==> config.mk <==
export PLATFORM = sky130hd
export DESIGN_NAME = score_stream_manager_flat
export DESIGN_NICKNAME = d
export VERILOG_FILES = /design/src/rtl/nw_pkg.sv /design/src/rtl/score_stream_manager_if.sv /design/src/rtl/score_row_buffer.sv /design/src/rtl/score_stream_manager.sv /design/src/flat_wrapper.sv
export SDC_FILE = /design/constraint.sdc
export NUM_CORES = 2
export LEC_CHECK = 0
export BUFFER_PORTS_ARGS = -buffer_cell sky130_fd_sc_hd__buf_2
export CORE_MARGIN = 1.5
export CORE_UTILIZATION = 30
export CTS_CLUSTER_SIZE = 30
export DETAILED_ROUTE_END_ITERATION = 7
export PLACE_DENSITY = 0.51
export RECOVER_POWER = 25
export SYNTH_ARGS = -nofsm -noshare
export SYNTH_HDL_FRONTEND = slang
export SYNTH_SLANG_ARGS = --single-unit
==> constraint.sdc <==
create_clock -name clk -period 8.75 [get_ports clk]
set_clock_uncertainty 0.05 [all_clocks]
set_input_delay 0 -clock clk [delete_from_list [all_inputs] [get_ports clk]]
set_output_delay 0 -clock clk [all_outputs]
set_load 0.01 [all_outputs]
==> src/rtl/nw_pkg.sv <==
`default_nettype none
// =============================================================================
// Package : nw_pkg
// Shared Needleman-Wunsch types: default score width/gap, FSM encoding, saturating add.
// Revision: 1.0
// =============================================================================
package nw_pkg;

    localparam int c_SW_DEFAULT  = 9;
    localparam int c_GAP_DEFAULT = -2;

    typedef logic [2:0] state_t;

    localparam state_t c_ST_IDLE    = 3'd0;
    localparam state_t c_ST_INIT    = 3'd1;
    localparam state_t c_ST_FETCH   = 3'd2;
    localparam state_t c_ST_PRESENT = 3'd3;
    localparam state_t c_ST_DONE    = 3'd4;

    // a + b clamped to the range of a w-bit signed number
    function automatic int sat_add(input int a, input int b, input int w);
        longint sum;
        longint lo;
        longint hi;
        sum = longint'(a) + longint'(b);
        lo  = -(longint'(1) <<< (w - 1));
        hi  = (longint'(1) <<< (w - 1)) - 1;
        if (sum < lo) return int'(lo);
        if (sum > hi) return int'(hi);
        return int'(sum);
    endfunction

endpackage
`default_nettype wire

==> src/rtl/score_stream_manager_if.sv <==
`default_nettype none
// =============================================================================
// Interface : score_stream_manager_if
// Control, neighbour handshake and cell-stream signals of the score stream manager.
// Revision: 1.0
// =============================================================================
interface score_stream_manager_if #(
    parameter int SW      = 9,
    parameter int BitAddr = 8
);
    logic                 start;
    logic [BitAddr:0]     len_a;
    logic [BitAddr:0]     len_b;
    logic                 max_valid;
    logic signed [SW-1:0] max;
    logic                 busy;
    logic                 err;
    logic                 nb_valid;
    logic signed [SW-1:0] diag;
    logic signed [SW-1:0] left;
    logic signed [SW-1:0] up;
    logic [BitAddr:0]     cell_i;
    logic [BitAddr:0]     cell_j;
    logic                 wr_valid;
    logic signed [SW-1:0] wr_score;
    logic                 done;
    logic signed [SW-1:0] final_score;

    modport slave (
        input  start, len_a, len_b, max_valid, max,
        output busy, err, nb_valid, diag, left, up, cell_i, cell_j,
               wr_valid, wr_score, done, final_score
    );

    modport master (
        output start, len_a, len_b, max_valid, max,
        input  busy, err, nb_valid, diag, left, up, cell_i, cell_j,
               wr_valid, wr_score, done, final_score
    );
endinterface
`default_nettype wire

==> src/rtl/score_row_buffer.sv <==
`default_nettype none
// =============================================================================
// Module  : score_row_buffer
// (N+1) x SW single-port synchronous RAM with a registered one-cycle read.
// Revision: 1.0
// =============================================================================
module score_row_buffer #(
    parameter int N  = 128,
    parameter int SW = 9,
    parameter int AW = $clog2(N + 1)
) (
    input  wire logic                 clk,
    input  wire logic                 rst,
    input  wire logic                 i_we,
    input  wire logic                 i_re,
    input  wire logic [AW-1:0]        i_addr,
    input  wire logic signed [SW-1:0] i_wdata,
    output logic signed [SW-1:0]      o_rdata
);
    logic signed [SW-1:0] r_mem [0:N];
    logic signed [SW-1:0] r_rdata;

    always_ff @(posedge clk) begin
        if (i_we) begin
            r_mem[i_addr] <= i_wdata;
        end
    end

    // Only the read register is reset; array contents are rebuilt before use.
    always_ff @(posedge clk or negedge rst) begin
        if (!rst) begin
            r_rdata <= '0;
        end else if (i_re) begin
            r_rdata <= r_mem[i_addr];
        end
    end

    assign o_rdata = r_rdata;
endmodule
`default_nettype wire

==> src/rtl/score_stream_manager.sv <==
`default_nettype none
// =============================================================================
// Module  : score_stream_manager
// Linear-space NW score manager: one score row, neighbour handshake, cell stream.
// Revision: 1.0
// =============================================================================
module score_stream_manager
    import nw_pkg::*;
#(
    parameter int N       = 128,
    parameter int SW      = c_SW_DEFAULT,
    parameter int GAP     = c_GAP_DEFAULT,
    parameter int BitAddr = $clog2(N + 1)
) (
    input  wire logic             clk,
    input  wire logic             rst,
    score_stream_manager_if.slave bus
);
    localparam logic [BitAddr:0]     c_N       = N[BitAddr:0];
    localparam logic [BitAddr:0]     c_ONE     = {{BitAddr{1'b0}}, 1'b1};
    localparam logic signed [SW-1:0] c_GAP_SAT = SW'(sat_add(0, GAP, SW));

    state_t               r_state;
    state_t               w_state_next;
    logic [BitAddr:0]     r_len_a;
    logic [BitAddr:0]     r_len_b;
    logic [BitAddr:0]     r_i;
    logic [BitAddr:0]     r_j;
    logic [BitAddr:0]     r_idx;
    logic signed [SW-1:0] r_acc;
    logic signed [SW-1:0] r_col;
    logic signed [SW-1:0] r_diag;
    logic signed [SW-1:0] r_left;
    logic signed [SW-1:0] r_final;
    logic                 r_err;

    logic                 w_start_ok;
    logic                 w_accept;
    logic                 w_last_col;
    logic                 w_last_row;
    logic signed [SW-1:0] w_acc_next;
    logic signed [SW-1:0] w_col_next;

    logic                 w_we;
    logic                 w_re;
    logic [BitAddr-1:0]   w_addr;
    logic signed [SW-1:0] w_wdata;
    logic signed [SW-1:0] w_rdata;

    assign w_start_ok = (bus.len_a != '0) && (bus.len_a <= c_N) &&
                        (bus.len_b != '0) && (bus.len_b <= c_N);
    assign w_accept   = (r_state == c_ST_PRESENT) && bus.max_valid;
    assign w_last_col = (r_j == r_len_b);
    assign w_last_row = (r_i == r_len_a);
    assign w_acc_next = SW'(sat_add(int'(r_acc), GAP, SW));
    assign w_col_next = SW'(sat_add(int'(r_col), GAP, SW));

    score_row_buffer #(
        .N  (N),
        .SW (SW),
        .AW (BitAddr)
    ) u_row (
        .clk     (clk),
        .rst     (rst),
        .i_we    (w_we),
        .i_re    (w_re),
        .i_addr  (w_addr),
        .i_wdata (w_wdata),
        .o_rdata (w_rdata)
    );

    always_ff @(posedge clk or negedge rst) begin
        if (!rst) begin
            r_state <= c_ST_IDLE;
        end else begin
            r_state <= w_state_next;
        end
    end

    always_comb begin
        w_state_next = r_state;
        case (r_state)
            c_ST_IDLE:    if (bus.start && w_start_ok) w_state_next = c_ST_INIT;
            c_ST_INIT:    if (r_idx == r_len_b) w_state_next = c_ST_FETCH;
            c_ST_FETCH:   w_state_next = c_ST_PRESENT;
            c_ST_PRESENT: begin
                if (bus.max_valid) begin
                    w_state_next = (w_last_col && w_last_row) ? c_ST_DONE : c_ST_FETCH;
                end
            end
            c_ST_DONE:    w_state_next = c_ST_IDLE;
            default:      w_state_next = c_ST_IDLE;
        endcase
    end

    always_ff @(posedge clk or negedge rst) begin
        if (!rst) begin
            r_len_a <= '0;
            r_len_b <= '0;
            r_i     <= '0;
            r_j     <= '0;
            r_idx   <= '0;
            r_acc   <= '0;
            r_col   <= '0;
            r_diag  <= '0;
            r_left  <= '0;
            r_final <= '0;
            r_err   <= 1'b0;
        end else begin
            r_err <= 1'b0;
            case (r_state)
                c_ST_IDLE: begin
                    if (bus.start) begin
                        if (w_start_ok) begin
                            r_len_a <= bus.len_a;
                            r_len_b <= bus.len_b;
                            r_idx   <= '0;
                            r_acc   <= '0;
                            r_i     <= '0;
                            r_j     <= '0;
                            r_diag  <= '0;
                            r_left  <= '0;
                            r_final <= '0;
                        end else begin
                            r_err <= 1'b1;
                        end
                    end
                end
                c_ST_INIT: begin
                    r_acc <= w_acc_next;
                    r_idx <= r_idx + c_ONE;
                    if (r_idx == r_len_b) begin
                        r_i    <= c_ONE;
                        r_j    <= c_ONE;
                        r_diag <= '0;
                        r_left <= c_GAP_SAT;
                        r_col  <= c_GAP_SAT;
                    end
                end
                c_ST_PRESENT: begin
                    if (bus.max_valid) begin
                        if (!w_last_col) begin
                            r_diag <= w_rdata;
                            r_left <= bus.max;
                            r_j    <= r_j + c_ONE;
                        end else if (!w_last_row) begin
                            // Wrap to column 1: neighbours come from the column-0 accumulator.
                            r_i    <= r_i + c_ONE;
                            r_j    <= c_ONE;
                            r_col  <= w_col_next;
                            r_diag <= r_col;
                            r_left <= w_col_next;
                        end else begin
                            r_final <= bus.max;
                        end
                    end
                end
                default: ;
            endcase
        end
    end

    always_comb begin
        bus.busy        = (r_state == c_ST_INIT) || (r_state == c_ST_FETCH) ||
                          (r_state == c_ST_PRESENT);
        bus.nb_valid    = (r_state == c_ST_PRESENT);
        bus.done        = (r_state == c_ST_DONE);
        bus.err         = r_err;
        bus.diag        = r_diag;
        bus.left        = r_left;
        bus.up          = w_rdata;
        bus.cell_i      = r_i;
        bus.cell_j      = r_j;
        bus.wr_valid    = w_accept;
        bus.wr_score    = w_accept ? bus.max : '0;
        bus.final_score = r_final;
        w_re            = (r_state == c_ST_FETCH);
        w_we            = (r_state == c_ST_INIT) || w_accept;
        w_addr          = (r_state == c_ST_INIT) ? r_idx[BitAddr-1:0] : r_j[BitAddr-1:0];
        w_wdata         = (r_state == c_ST_INIT) ? r_acc : bus.max;
    end
endmodule
`default_nettype wire

==> src/flat_wrapper.sv <==
// flat-port wrapper written by rule: the top's interface ports become plain ports
module score_stream_manager_flat import nw_pkg::*;
#(
    parameter int N       = 128,
    parameter int SW      = c_SW_DEFAULT,
    parameter int GAP     = c_GAP_DEFAULT,
    parameter int BitAddr = $clog2(N + 1)
)
  (clk, rst, bus_start, bus_len_a, bus_len_b, bus_max_valid, bus_max, bus_busy, bus_err, bus_nb_valid, bus_diag, bus_left, bus_up, bus_cell_i, bus_cell_j, bus_wr_valid, bus_wr_score, bus_done, bus_final_score);
  score_stream_manager_if #(.SW(SW), .BitAddr(BitAddr)) bus_i ();
  input  wire logic clk;
  input  wire logic rst;
  input wire logic [$bits(bus_i.start)-1:0] bus_start;
  input wire logic [$bits(bus_i.len_a)-1:0] bus_len_a;
  input wire logic [$bits(bus_i.len_b)-1:0] bus_len_b;
  input wire logic [$bits(bus_i.max_valid)-1:0] bus_max_valid;
  input wire logic [$bits(bus_i.max)-1:0] bus_max;
  output wire logic [$bits(bus_i.busy)-1:0] bus_busy;
  output wire logic [$bits(bus_i.err)-1:0] bus_err;
  output wire logic [$bits(bus_i.nb_valid)-1:0] bus_nb_valid;
  output wire logic [$bits(bus_i.diag)-1:0] bus_diag;
  output wire logic [$bits(bus_i.left)-1:0] bus_left;
  output wire logic [$bits(bus_i.up)-1:0] bus_up;
  output wire logic [$bits(bus_i.cell_i)-1:0] bus_cell_i;
  output wire logic [$bits(bus_i.cell_j)-1:0] bus_cell_j;
  output wire logic [$bits(bus_i.wr_valid)-1:0] bus_wr_valid;
  output wire logic [$bits(bus_i.wr_score)-1:0] bus_wr_score;
  output wire logic [$bits(bus_i.done)-1:0] bus_done;
  output wire logic [$bits(bus_i.final_score)-1:0] bus_final_score;
  assign bus_i.start = bus_start;
  assign bus_i.len_a = bus_len_a;
  assign bus_i.len_b = bus_len_b;
  assign bus_i.max_valid = bus_max_valid;
  assign bus_i.max = bus_max;
  assign bus_busy = bus_i.busy;
  assign bus_err = bus_i.err;
  assign bus_nb_valid = bus_i.nb_valid;
  assign bus_diag = bus_i.diag;
  assign bus_left = bus_i.left;
  assign bus_up = bus_i.up;
  assign bus_cell_i = bus_i.cell_i;
  assign bus_cell_j = bus_i.cell_j;
  assign bus_wr_valid = bus_i.wr_valid;
  assign bus_wr_score = bus_i.wr_score;
  assign bus_done = bus_i.done;
  assign bus_final_score = bus_i.final_score;
  score_stream_manager #(.N(N), .SW(SW), .GAP(GAP), .BitAddr(BitAddr)) u_core (.clk(clk), .rst(rst), .bus(bus_i));
endmodule
==> out/results.ini <==
[power]
vdd_drop_max_mv = 0.297
p_seq_share_pct = 38.5
p_int_mw = 12.9
power.switching_mw = 7.38
p_leak_nw = 18.6
p_per_area_mw_per_mm2 = 346
p_clk_share_pct = 27.7
switching_share_pct = 36.5
comb_power_share_pct = 33.8
total_power_mw = 20.2

[global_routing]
antenna_found_initial = 4
grt_max_degree = 115
grt_pass1_vias = 28100
grt_pass1_wl_mm = 211
grt_usage_pct = 17.1
grt-ovfl-total = 0

[clock_tree]
numCtsBuffers = 140
htreeDepth = 4
cts_tree = done
ctsRootBufferMaster = clkbuf_16
clockBufferDepth = 3
cts.clk_slew.worst_paths_ps = 60
cts_sinks = 1264
cts_setup_buffers = 0
clkLatencyLatePin_ps = 770

[worst_setup_path]
critPathRequiredTime_ps = 9160
rrSetupSlack_ps = 2590
critPathLaunchType = flip-flop
r2r-end = u_core.u_row.r_mem[14][8]
worstSetupPathType = reg2reg
critical_path.endpoint_type = flip-flop
worst_r2r_startpoint = u_core.r_state[0]
cp.arrival_ps = 6560
cp_max_fo = 69
reg2regPathDepth = 6

[die]
ios = 99
die_x_um = 413
core-area_mm2 = 0.167
initial_core_util_pct = 30.2
dieArea_mm2 = 0.171
rows = 150
die_h_um = 413

[detailed_routing]
ant_nets = 0
routed_wl_mm = 149
avgRoutedWirePerCell_um = 26.2
drtIter0Drc = 3400
drc_errors = 0
avgViaCountPerCell = 5.16
num_vias = 29300
drt-pass1-iter-count = 5

[place]
gp_congestion = 0.871
io_buffers = 98
pre_cts_ws_ps = 3540
post-dp-hpwl_mm = 90.4

[logic_synthesis]
post-synth-top-area-fraction_pct = 69.0
ys_types = 64
synthCells = 3159
synth.area.top_cells = edfxtp_1 (69%), mux2i_1 (10%), dfrtp_1 (5.1%)
ys_seq_area_share_pct = 74.1
ys_ff_latch = 1264
synth_nets = 3195
syn_area_mm2 = 0.0505
synth.most_common_cell = edfxtp_1
synth-edff-count = 1161
synth_commonest_cells = edfxtp_1 (1,161), mux2i_1 (514), o22ai_1 (263), nor2_1 (199), nand2_1 (189)
yosys.area.top_type = edfxtp_1
synthArstFlopShare_pct = 8.15
syn_area_per_cell_um2 = 16.0
yosysWarnings = 0
synthFlopType = edfxtp_1

[worst_hold_path]
min_path_type = in2reg
hold_end = u_core.bus.final_score[3]
holdCritStartpoint = bus_max[3]
hold-path-cell-count = 4

[cells_and_area]
area_growth_pct = 15.7
drive_above_1_share_pct = 10.6
nets = 3387

[sta]
max_slew_margin_pct = -161
tightestPinTransition_ps = 3920
final_hold_viol_count = 0
tns_ps = 0
post-route-worst-setup-slack_ps = 2590
rsz0062_at_grt = false
drv_slew = 676
fin_crit_ps = 6160
max_freq_mhz = 162
fin_crit_sh_pct = 70.4
setup_viol = 0

[status]
violations = max-capacitance violations, max-slew violations
status = finished, violations left

[job]
cap_violations = 12

-- power groups by stage --
stage	sequential (mW)	clock, mW	combinational, mW
global route	7.82	5.93	7.19
finish	7.79	5.61	6.83
global placement	7.86	0	6.85
detailed placement	7.86	0	6.85
CTS	7.74	5.71	6.88
floorplan	7.90	0	4.27
-- state kept, by name, indices dropped and copies added (netlist names) --
name and cells:
u_core.r_state 3, u_core.r_len_b 9, u_core.bus.cell_i 9, u_core.u_row.r_mem 1161
u_core.bus.left 9, u_core.r_len_a 9, u_core.bus.err 1, u_core.bus.diag 9
u_core.bus.final_score 9, u_core.r_col 9, u_core.r_idx 9, u_core.bus.cell_j 9
u_core.u_row.o_rdata 9, u_core.r_acc 9
-- worst max-delay path, stage by stage (launching register included) --
cell      delay (ps)
dfrtp_1          520
nor3b_1          280
clkbuf_1         880
nand2_1          220
o21ai_4          100
clkbuf_1        2740
buf_4            890
-- metrics by stage --
| stage | utilization (%) | area (um^2) | hold slack (ps) | cells |
|---|---|---|---|---|
| 5_1_grt | 35.0 | 58500 | 28.7 | 5669 |
| 6_report | 35.0 | 58500 | 46.5 | 5671 |
| 3_5_place_dp | 32.2 | 53800 | 17.7 | 5360 |
| 4_1_cts | 35.1 | 58700 | 9.01 | 5669 |
| 2_1_floorplan | - | 50500 | -346 | 3159 |
| 3_3_place_gp | 32.2 | 53800 | 19.4 | 5360 |
-- timing repair --
item / in CTS / in global routing
hold buffers: 53 / 0
gates resized for setup: 0 / 0
hold endpoints to repair: 137 / 0
-- placed cells by master (no fill, tap or decap), types with 7 or more instances in the layout --
master / synthesis / layout
clkinv_1: 1 / 23
o31ai_1: 21 / 21
nor3_1: 26 / 26
or3_1: 7 / 7
buf_4: 10 / 72
a2111oi_0: 8 / 9
nand2b_1: 10 / 10
clkbuf_1: 68 / 119
dlygate4sd3_1: 0 / 52
dfrtp_1: 103 / 103
nand4_1: 7 / 7
buf_2: 88 / 33
clkbuf_16: 0 / 143
and3_1: 17 / 17
nor4_1: 70 / 65
xnor2_1: 12 / 12
clkbuf_8: 0 / 11
xor2_1: 25 / 25
mux2_2: 16 / 16
a21oi_1: 77 / 77
o21ai_0: 63 / 60
clkinv_2: 0 / 16
mux4_2: 24 / 24
nor2_1: 199 / 199
o22ai_1: 263 / 263
inv_1: 25 / 25
nand3_1: 32 / 32
nand2_1: 189 / 183
o41ai_1: 9 / 9
edfxtp_1: 1161 / 1161
a22o_1: 9 / 9
mux2i_1: 514 / 512
-- area by class of cell --
cell class	count	area (um^2)
well taps	2204	2760
clock inverters	59	473
repair buffers	237	1590
fillers	15900	109000
multi-input cells	1682	12200
inverters	26	97.6
flip-flops and latches	1264	37400
diodes	2	5.00
clock buffers	197	3890
-- cell families (layout without fill, tap and decap cells) --
| group | count (synthesis) | in the layout | synth area share (%) |
|---|---|---|---|
| flip-flops | 1264 | 1264 | 74.1 |
| AND/OR/NAND/NOR | 582 | 582 | 5.19 |
| multiplexers | 560 | 560 | 11.8 |
| buffers and inverters | 213 | 519 | 1.96 |
| other | 0 | 2 | 0 |
| adder cells (fa/ha/maj) | 5 | 5 | 0.124 |
| AO/OA/AOI/OAI | 498 | 498 | 6.20 |
| XOR/XNOR | 37 | 37 | 0.641 |
-- worst max-delay path by stage --
stage / startpoint / slack [ps] / end / cells past startpoint
after global routing: u_core.r_state[0] / 2240 / u_core.u_row.r_mem[14][8] / 6
after detailed placement: u_core.r_state[0] / 3540 / u_core.u_row.o_rdata[2] / 10
after CTS: u_core.r_state[0] / 3500 / u_core.u_row.o_rdata[2] / 10
after floorplan: u_core.r_state[2] / 1010 / u_core.u_row.r_mem[0][1] / 6
after global placement: u_core.r_state[0] / 3490 / u_core.u_row.o_rdata[2] / 10
final: u_core.r_state[0] / 2590 / u_core.u_row.r_mem[14][8] / 6
-- layer usage --
metal	vias up	wire [um]	part of all wire, %	GRT usage (%)
met2	1141	67900	46	26.7
met1	15100	66800	45	24.1
li1	12800	-	-	-
met5	-	13	0.0087	0
met4	2	4310	2.9	5.38
met3	222	9740	6.5	2.96
Note: power is estimated with default switching activity, not from simulation.
